<file path="src/rtl/mult_share_pkg.sv">
// Shared constants and types for the multiplier-sharing controller.
package mult_share_pkg;

    localparam int unsigned MULT_LAT = 4;

    function automatic int unsigned id_w(input int unsigned n);
        return (n > 1) ? $clog2(n) : 1;
    endfunction

    // Sized for the default configuration: 4 requesters, 8-bit operands.
    localparam int unsigned RSP_ID_W   = 2;
    localparam int unsigned RSP_DATA_W = 16;

    typedef struct packed {
        logic [RSP_ID_W-1:0]   id;
        logic [RSP_DATA_W-1:0] data;
    } rsp_entry_t;

endpackage

</file>
<file path="src/rtl/mult_share_rsp_fifo.sv">
// Show-ahead synchronous FIFO with occupancy count; simultaneous push/pop legal at any level.
module mult_share_rsp_fifo #(
    parameter  int unsigned Width = 18,
    parameter  int unsigned Depth = 8,
    localparam int unsigned PtrW  = (Depth > 1) ? $clog2(Depth) : 1,
    localparam int unsigned CntW  = $clog2(Depth + 1)
) (
    input  logic             clk_i,
    input  logic             rst_ni,
    input  logic             push_i,
    input  logic [Width-1:0] wdata_i,
    input  logic             pop_i,
    output logic             valid_o,
    output logic [Width-1:0] rdata_o,
    output logic [CntW-1:0]  count_o
);

    logic [Width-1:0] mem_q [Depth];
    logic [PtrW-1:0]  wptr_q, wptr_d, rptr_q, rptr_d;
    logic [CntW-1:0]  count_q, count_d;
    logic             do_pop;

    assign valid_o = (count_q != '0);
    assign do_pop  = pop_i && valid_o;
    assign count_o = count_q;
    assign rdata_o = valid_o ? mem_q[rptr_q] : '0;

    always_comb begin
        wptr_d  = wptr_q;
        rptr_d  = rptr_q;
        count_d = count_q;
        if (push_i) begin
            wptr_d = (wptr_q == PtrW'(Depth - 1)) ? '0 : wptr_q + PtrW'(1);
        end
        if (do_pop) begin
            rptr_d = (rptr_q == PtrW'(Depth - 1)) ? '0 : rptr_q + PtrW'(1);
        end
        if (push_i && !do_pop) begin
            count_d = count_q + CntW'(1);
        end else if (!push_i && do_pop) begin
            count_d = count_q - CntW'(1);
        end
    end

    always_ff @(posedge clk_i) begin
        if (!rst_ni) begin
            wptr_q  <= '0;
            rptr_q  <= '0;
            count_q <= '0;
        end else begin
            wptr_q  <= wptr_d;
            rptr_q  <= rptr_d;
            count_q <= count_d;
        end
    end

    always_ff @(posedge clk_i) begin
        if (push_i) begin
            mem_q[wptr_q] <= wdata_i;
        end
    end

    // Upstream credit accounting must make this unreachable.
    always_ff @(posedge clk_i) begin
        if (rst_ni) begin
            assert (!(push_i && !pop_i && count_q == CntW'(Depth)))
                else $error("rsp fifo overflow");
        end
    end

endmodule

</file>
<file path="src/rtl/mult_share_ctrl.sv">
// Round-robin sharing of one pipelined multiplier; results return id-tagged through a
// credit-protected response FIFO.
module mult_share_ctrl #(
    parameter  int unsigned NUM_REQ   = 4,
    parameter  int unsigned DATA_W    = 8,
    parameter  int unsigned MULT_LAT  = 4,
    parameter  int unsigned RSP_DEPTH = 8,
    localparam int unsigned ID_W      = mult_share_pkg::id_w(NUM_REQ)
) (
    input  logic                      clk,
    input  logic                      reset,
    input  logic [NUM_REQ-1:0]        req_valid,
    output logic [NUM_REQ-1:0]        req_ready,
    input  logic [NUM_REQ*DATA_W-1:0] req_a,
    input  logic [NUM_REQ*DATA_W-1:0] req_b,
    output logic [DATA_W-1:0]         mult_a,
    output logic [DATA_W-1:0]         mult_b,
    input  logic [2*DATA_W-1:0]       mult_result,
    output logic                      rsp_valid,
    input  logic                      rsp_ready,
    output logic [ID_W-1:0]           rsp_id,
    output logic [2*DATA_W-1:0]       rsp_data
);

    import mult_share_pkg::*;

    localparam int unsigned PIPE_D = MULT_LAT + 1;
    localparam int unsigned INF_W  = $clog2(PIPE_D + 1);
    localparam int unsigned CNT_W  = $clog2(RSP_DEPTH + 1);
    localparam int unsigned SUM_W  = $clog2(RSP_DEPTH + PIPE_D + 1);

    logic [ID_W-1:0]              rr_q, rr_d;
    logic [DATA_W-1:0]            mult_a_q, mult_a_d, mult_b_q, mult_b_d;
    logic [PIPE_D-1:0]            tag_vld_q, tag_vld_d;
    logic [PIPE_D-1:0][ID_W-1:0]  tag_id_q, tag_id_d;
    logic [INF_W-1:0]             inflight_q, inflight_d;

    logic [CNT_W-1:0]  fifo_count;
    logic              can_issue, found, push;
    logic [ID_W-1:0]   gid, cand;
    logic [NUM_REQ-1:0] grant;
    rsp_entry_t        push_entry, head_entry;

    // Conservative: a pop in this cycle does not free a credit until next cycle.
    assign can_issue = (SUM_W'(fifo_count) + SUM_W'(inflight_q)) < SUM_W'(RSP_DEPTH);
    assign push      = tag_vld_q[PIPE_D-1];

    always_comb begin
        found = 1'b0;
        gid   = '0;
        cand  = '0;
        grant = '0;
        if (reset && can_issue) begin
            for (int unsigned k = 0; k < NUM_REQ; k++) begin
                cand = ID_W'((32'(rr_q) + k) % NUM_REQ);
                if (!found && req_valid[cand]) begin
                    found = 1'b1;
                    gid   = cand;
                end
            end
        end
        if (found) begin
            grant[gid] = 1'b1;
        end
    end

    assign req_ready = grant;

    always_comb begin
        mult_a_d   = '0;
        mult_b_d   = '0;
        rr_d       = rr_q;
        inflight_d = inflight_q;
        for (int i = 0; i < int'(NUM_REQ); i++) begin
            if (grant[i]) begin
                mult_a_d = req_a[i*DATA_W +: DATA_W];
                mult_b_d = req_b[i*DATA_W +: DATA_W];
            end
        end
        if (found) begin
            rr_d = (gid == ID_W'(NUM_REQ - 1)) ? '0 : gid + ID_W'(1);
        end
        if (found && !push) begin
            inflight_d = inflight_q + INF_W'(1);
        end else if (!found && push) begin
            inflight_d = inflight_q - INF_W'(1);
        end
        tag_vld_d = {tag_vld_q[PIPE_D-2:0], found};
        tag_id_d  = {tag_id_q[PIPE_D-2:0], gid};
    end

    always_ff @(posedge clk) begin
        if (!reset) begin
            rr_q       <= '0;
            mult_a_q   <= '0;
            mult_b_q   <= '0;
            tag_vld_q  <= '0;
            tag_id_q   <= '0;
            inflight_q <= '0;
        end else begin
            rr_q       <= rr_d;
            mult_a_q   <= mult_a_d;
            mult_b_q   <= mult_b_d;
            tag_vld_q  <= tag_vld_d;
            tag_id_q   <= tag_id_d;
            inflight_q <= inflight_d;
        end
    end

    assign mult_a = mult_a_q;
    assign mult_b = mult_b_q;

    always_comb begin
        push_entry      = '0;
        push_entry.id   = tag_id_q[PIPE_D-1];
        push_entry.data = mult_result;
    end

    mult_share_rsp_fifo #(
        .Width ($bits(rsp_entry_t)),
        .Depth (RSP_DEPTH)
    ) u_rsp_fifo (
        .clk_i   (clk),
        .rst_ni  (reset),
        .push_i  (push),
        .wdata_i (push_entry),
        .pop_i   (rsp_ready),
        .valid_o (rsp_valid),
        .rdata_o (head_entry),
        .count_o (fifo_count)
    );

    assign rsp_id   = head_entry.id;
    assign rsp_data = head_entry.data;

endmodule

</file>
<file path="config.mk">
export PLATFORM = sky130hd
export DESIGN_NAME = mult_share_ctrl
export DESIGN_NICKNAME = d
export VERILOG_FILES = /design/src/rtl/mult_share_pkg.sv /design/src/rtl/mult_share_rsp_fifo.sv /design/src/rtl/mult_share_ctrl.sv
export SDC_FILE = /design/constraint.sdc
export NUM_CORES = 1
export LEC_CHECK = 0
export ABC_CLOCK_PERIOD_IN_PS = 4000
export CAP_MARGIN = 40
export CORE_ASPECT_RATIO = 0.9
export CORE_MARGIN = 10
export CORE_UTILIZATION = 35
export DETAILED_ROUTE_END_ITERATION = 10
export GPL_ROUTABILITY_DRIVEN = 0
export GPL_TIMING_DRIVEN = 0
export HOLD_SLACK_MARGIN = 0.1
export PLACE_DENSITY = 0.59
export SLEW_MARGIN = 20
export SYNTH_ARGS = -nofsm -noshare
export SYNTH_HDL_FRONTEND = slang
export SYNTH_SLANG_ARGS = --single-unit
</file>
<file path="constraint.sdc">
create_clock -name clk -period 4 [get_ports clk]
set_clock_uncertainty 0.2 [all_clocks]
set_input_delay 0.4 -clock clk [delete_from_list [all_inputs] [get_ports clk]]
set_output_delay 0.4 -clock clk [all_outputs]
set_load 0.01 [all_outputs]
</file>
==> reports/qor.tcl <==
set qor(timing.final.setup_violations) 0
set qor(antennaDiodeCount) 0
set qor(std_cell_rows) 52
set qor(critPathRequiredTime_ns) 3.40
set qor(die_area_um2) 29100
set qor(gr-usage-met1_pct) 14.3
set qor(grt_setup_unrepaired) {no}
set qor(grt_first_pass_wirelength_mm) 28.3
set qor(grt-ovfl-total) 0
set qor(r2r.worst_path.cells) 11
set qor(hold_path.class) {reg2reg}
set qor(arrival_ns) 3.14
set qor(antenna_violating_nets_post_route) 0
set qor(cpPeakStageDelay_ns) 0.55
set qor(finalCritPeriodShare_pct) 93.6
set qor(syn_area_per_cell_um2) 15.3
set qor(maxSlewHeadroom_pct) 47.6
set qor(timing.critical_path.from_type) {flop}
set qor(initial_utilization_pct) 35.4
set qor(cp.depth) 9
set qor(clock_root_buffer) {clkbuf_16}
set qor(clk-insertion-delay-late_ns) 0.42
set qor(number_of_buffers_and_inverters_on_the_critical_path) 2
set qor(post_synth_main_area_contributors) {edfxtp_1, dfxtp_1, mux4_2}
set qor(route.detailed.vias_per_inst) 4.96
set qor(vdd_drop_max_mv) 0.378
set qor(cts_buffers) 17
set qor(detail_route.iter0.violations) 248
set qor(drt_drc_violations_left) 0
set qor(drt_first_pass_iters) 5
set qor(ys.flop_type) {edfxtp_1}
set qor(regToRegSetupSlack_ns) 0.86
set qor(final-hold-violation-count) 0
set qor(die_x_um) 179
set qor(place.detailed.instances) 946
set qor(worstSetupEndpoint) {req_ready[2]}
set qor(timing.critical_path.max_delay_family) {buffers and inverters}
set qor(use_met2_pct) 21.2
set qor(peak_fanout_along_the_critical_path) 8
set qor(drive_gt1_share_pct) 15.6
set qor(drt-total-wl_mm) 18.2
set qor(post-synth-top-area-fraction_pct) 54.4
set qor(total_power_density_per_cell_area_nw_per_um2) 555
set qor(seq_area_frac_synth_pct) 66.8
set qor(yosys.cell_count.top_type) {edfxtp_1}
set qor(grt_max_degree) 19
set qor(tightestPinTransition_ns) 0.786
set qor(grt_most_used_layer) {met2}
set qor(clock_path_buffers) 2
set qor(pin_count) 126
set qor(layout_min_cycle_time_ns) 3.74
set qor(synth_largest_area_cell) {edfxtp_1}
set qor(cts-hold-fix-buffers) 0
set qor(syn-cell-area_um2) 7950
set qor(htree_levels) 4
set qor(tritoncts) {built}
set qor(design.core.area_um2) 22400
set qor(synth_edf_count) 144
set qor(worstReg2RegStart) {u_rsp_fifo.count_o[1]$_SDFFE_PN0P_}
set qor(synth.net_count) 621
set qor(share_of_synthesized_registers_carrying_an_async_set_or_reset_pct) 0
set qor(gr_layer_usage_met3_pct) 5.89
set qor(critical_path_class) {reg2out}
set qor(setup.worst_path.start) {u_rsp_fifo.count_o[1]$_SDFFE_PN0P_}
set qor(synth-seq-cells) 193
set qor(first_global_vias) 5254
set qor(critical_path.cell_chain) {ha_1 -> a31o_2 -> a21oi_4 -> xnor2_1 -> nor3_2 -> ha_2 -> clkinvlp_4 -> nor2_1 -> clkdlybuf4s50_1}
set qor(final_hold_slack_ns) 0.228
set qor(worst_path_max_delay_cell) {clkdlybuf4s50_1}
set qor(finish.cell_count_without_fillers) 978
set qor(max_clock_freq_mhz) 267
set qor(cellLeakagePower_nw) 3.44
set qor(route.detailed.wl_per_inst_um) 18.6
set qor(regToRegEndpoint) {mult_a[5]$_SDFF_PN0_}
set qor(layout.nets) 771
set qor(ys_types) 43
set qor(area_delta_synth_final_pct) 29.3
set qor(syn-instance-count) 518
set qor(routed-via-count) 4851
set qor(cts.sink_count) 193
set qor(clock_slew_at_the_register_clock_pins_of_the_worst_setup_and_hold_paths_ns) 0.07
set qor(grt_use_total_pct) 12.8
set qor(ys_warn_count) 0
set qor(run_status) {finished clean}
set qor(grt_antenna_before_repair) 0
set qor(maxCapViolCount) 0
set qor(chipHeight_um) 163
set qor(drv_slew) 0
set qor(crit_path_capture_type) {output port}
set qor(portBuffers) 125
set qor(place.detailed.hpwl_mm) 13.0
set qor(filler_cells_inserted) 2000
set qor(synth.cells.most_frequent) {edfxtp_1, dfxtp_1, nor2_1}
[area by class of cell]
cell class	instances	area (um2)	share of cell area, %
Tap cell	297	372	3.62
Inverter	16	66.3	0.645
Clock buffer	19	433	4.21
Sequential cell	193	5310	51.6
Clock inverter	13	119	1.16
Multi-Input combinational cell	282	2510	24.5
Timing Repair Buffer	136	1350	13.2
Buffer	22	113	1.10
[cell usage in the layout, fill, tap and decap left out, types with 5 or more instances in the layout]
cell type,instances
edfxtp_1,144
clkdlybuf4s50_1,125
dfxtp_1,48
nor2_1,43
mux4_2,36
nand2_1,26
mux2i_1,26
o21ai_0,20
a21oi_1,17
a22oi_1,17
clkbuf_16,17
and2_1,16
o21a_1,14
inv_1,13
clkbuf_1,12
ha_1,11
buf_4,10
nor2b_1,8
buf_6,5
nor2_4,5
inv_8,5
[per-layer routing]
metal,up-vias,part of all wire (%)
li1,2258,-
met1,2386,40
met2,181,49
met3,26,9.6
met4,0,1.8
met5,-,0
[worst min-delay path by stage]
stage | from | end | slack [ns] | cells after the start
floorplan | tag_id_d[8]$_SDFF_PN0_ | push_entry[16]$_SDFF_PN0_ | 0.21 | 1
global placement | tag_id_d[6]$_SDFF_PN0_ | tag_id_d[8]$_SDFF_PN0_ | 0.21 | 1
detailed placement | tag_vld_q[0]$_SDFF_PN0_ | tag_vld_q[1]$_SDFF_PN0_ | 0.22 | 1
CTS | tag_id_d[3]$_SDFF_PN0_ | tag_id_d[5]$_SDFF_PN0_ | 0.23 | 1
global route | tag_id_d[3]$_SDFF_PN0_ | tag_id_d[5]$_SDFF_PN0_ | 0.24 | 1
finish | tag_id_d[3]$_SDFF_PN0_ | tag_id_d[5]$_SDFF_PN0_ | 0.23 | 1
[worst register-to-register path: cells and delay by family, from the launching register on]
kind                     cells  cell delay, ns
buffers and inverters        1            0.25
AND/OR/NAND/NOR              2            0.50
adder cells (fa/ha/maj)      2            0.53
XOR/XNOR                     1            0.14
AO/OA/AOI/OAI                5            1.01
flip-flops                   1            0.40
[registers in the layout, indices dropped and copies added, names as in the netlist, named ones only]
signal,flops
tag_id_d,8
u_rsp_fifo.mem_q,144
push_entry,2
mult_b,8
u_rsp_fifo.rptr_q,3
mult_a,8
inflight_q,3
u_rsp_fifo.count_o,4
u_rsp_fifo.wptr_q,3
tag_vld_q,5
rr_q,2
[metrics by stage]
stage               power, mW  cell area [um2]  TNS [ns]  setup slack (ns)  utilization, %
global placement         4.10             9570    -0.400            -0.220            42.6
finish                   5.71            10300         0             0.257            45.8
detailed placement       4.16             9680    -0.476            -0.249            43.1
CTS                      5.76            10200         0            0.0510            45.7
floorplan                3.40             7950         0             0.814               -
global route             6.00            10300         0            0.0659            45.8
[repair_timing]
action / CTS / global route
cloned: 0 / 0
pin swaps: 2 / 0
setup buffers: 2 / 3
endpoints found under the hold margin: 0 / 0
gates resized for setup: 5 / 3
setup endpoints to repair: 4 / 3
[cells by family (layout without fill, tap and decap cells)]
family / after synthesis / count (layout) / share of synthesized area, %
adders and majority gates: 16 / 16 / 2.71
DFF: 193 / 193 / 66.8
xor gates and xnor gates: 5 / 5 / 0.551
and+or+nand+nor: 116 / 116 / 6.99
muxes: 63 / 63 / 13.8
buffers and inverters: 43 / 206 / 2.41
AOI/OAI and AO/OA: 82 / 82 / 6.83
[report_power, final]
group          internal, mW  switching, mW  leakage (nW)
logic                 0.900          0.864          1.47
clock network         0.822          0.768         0.266
registers              2.27         0.0809          1.71
No activity file was read; power rests on OpenSTA's default activity.
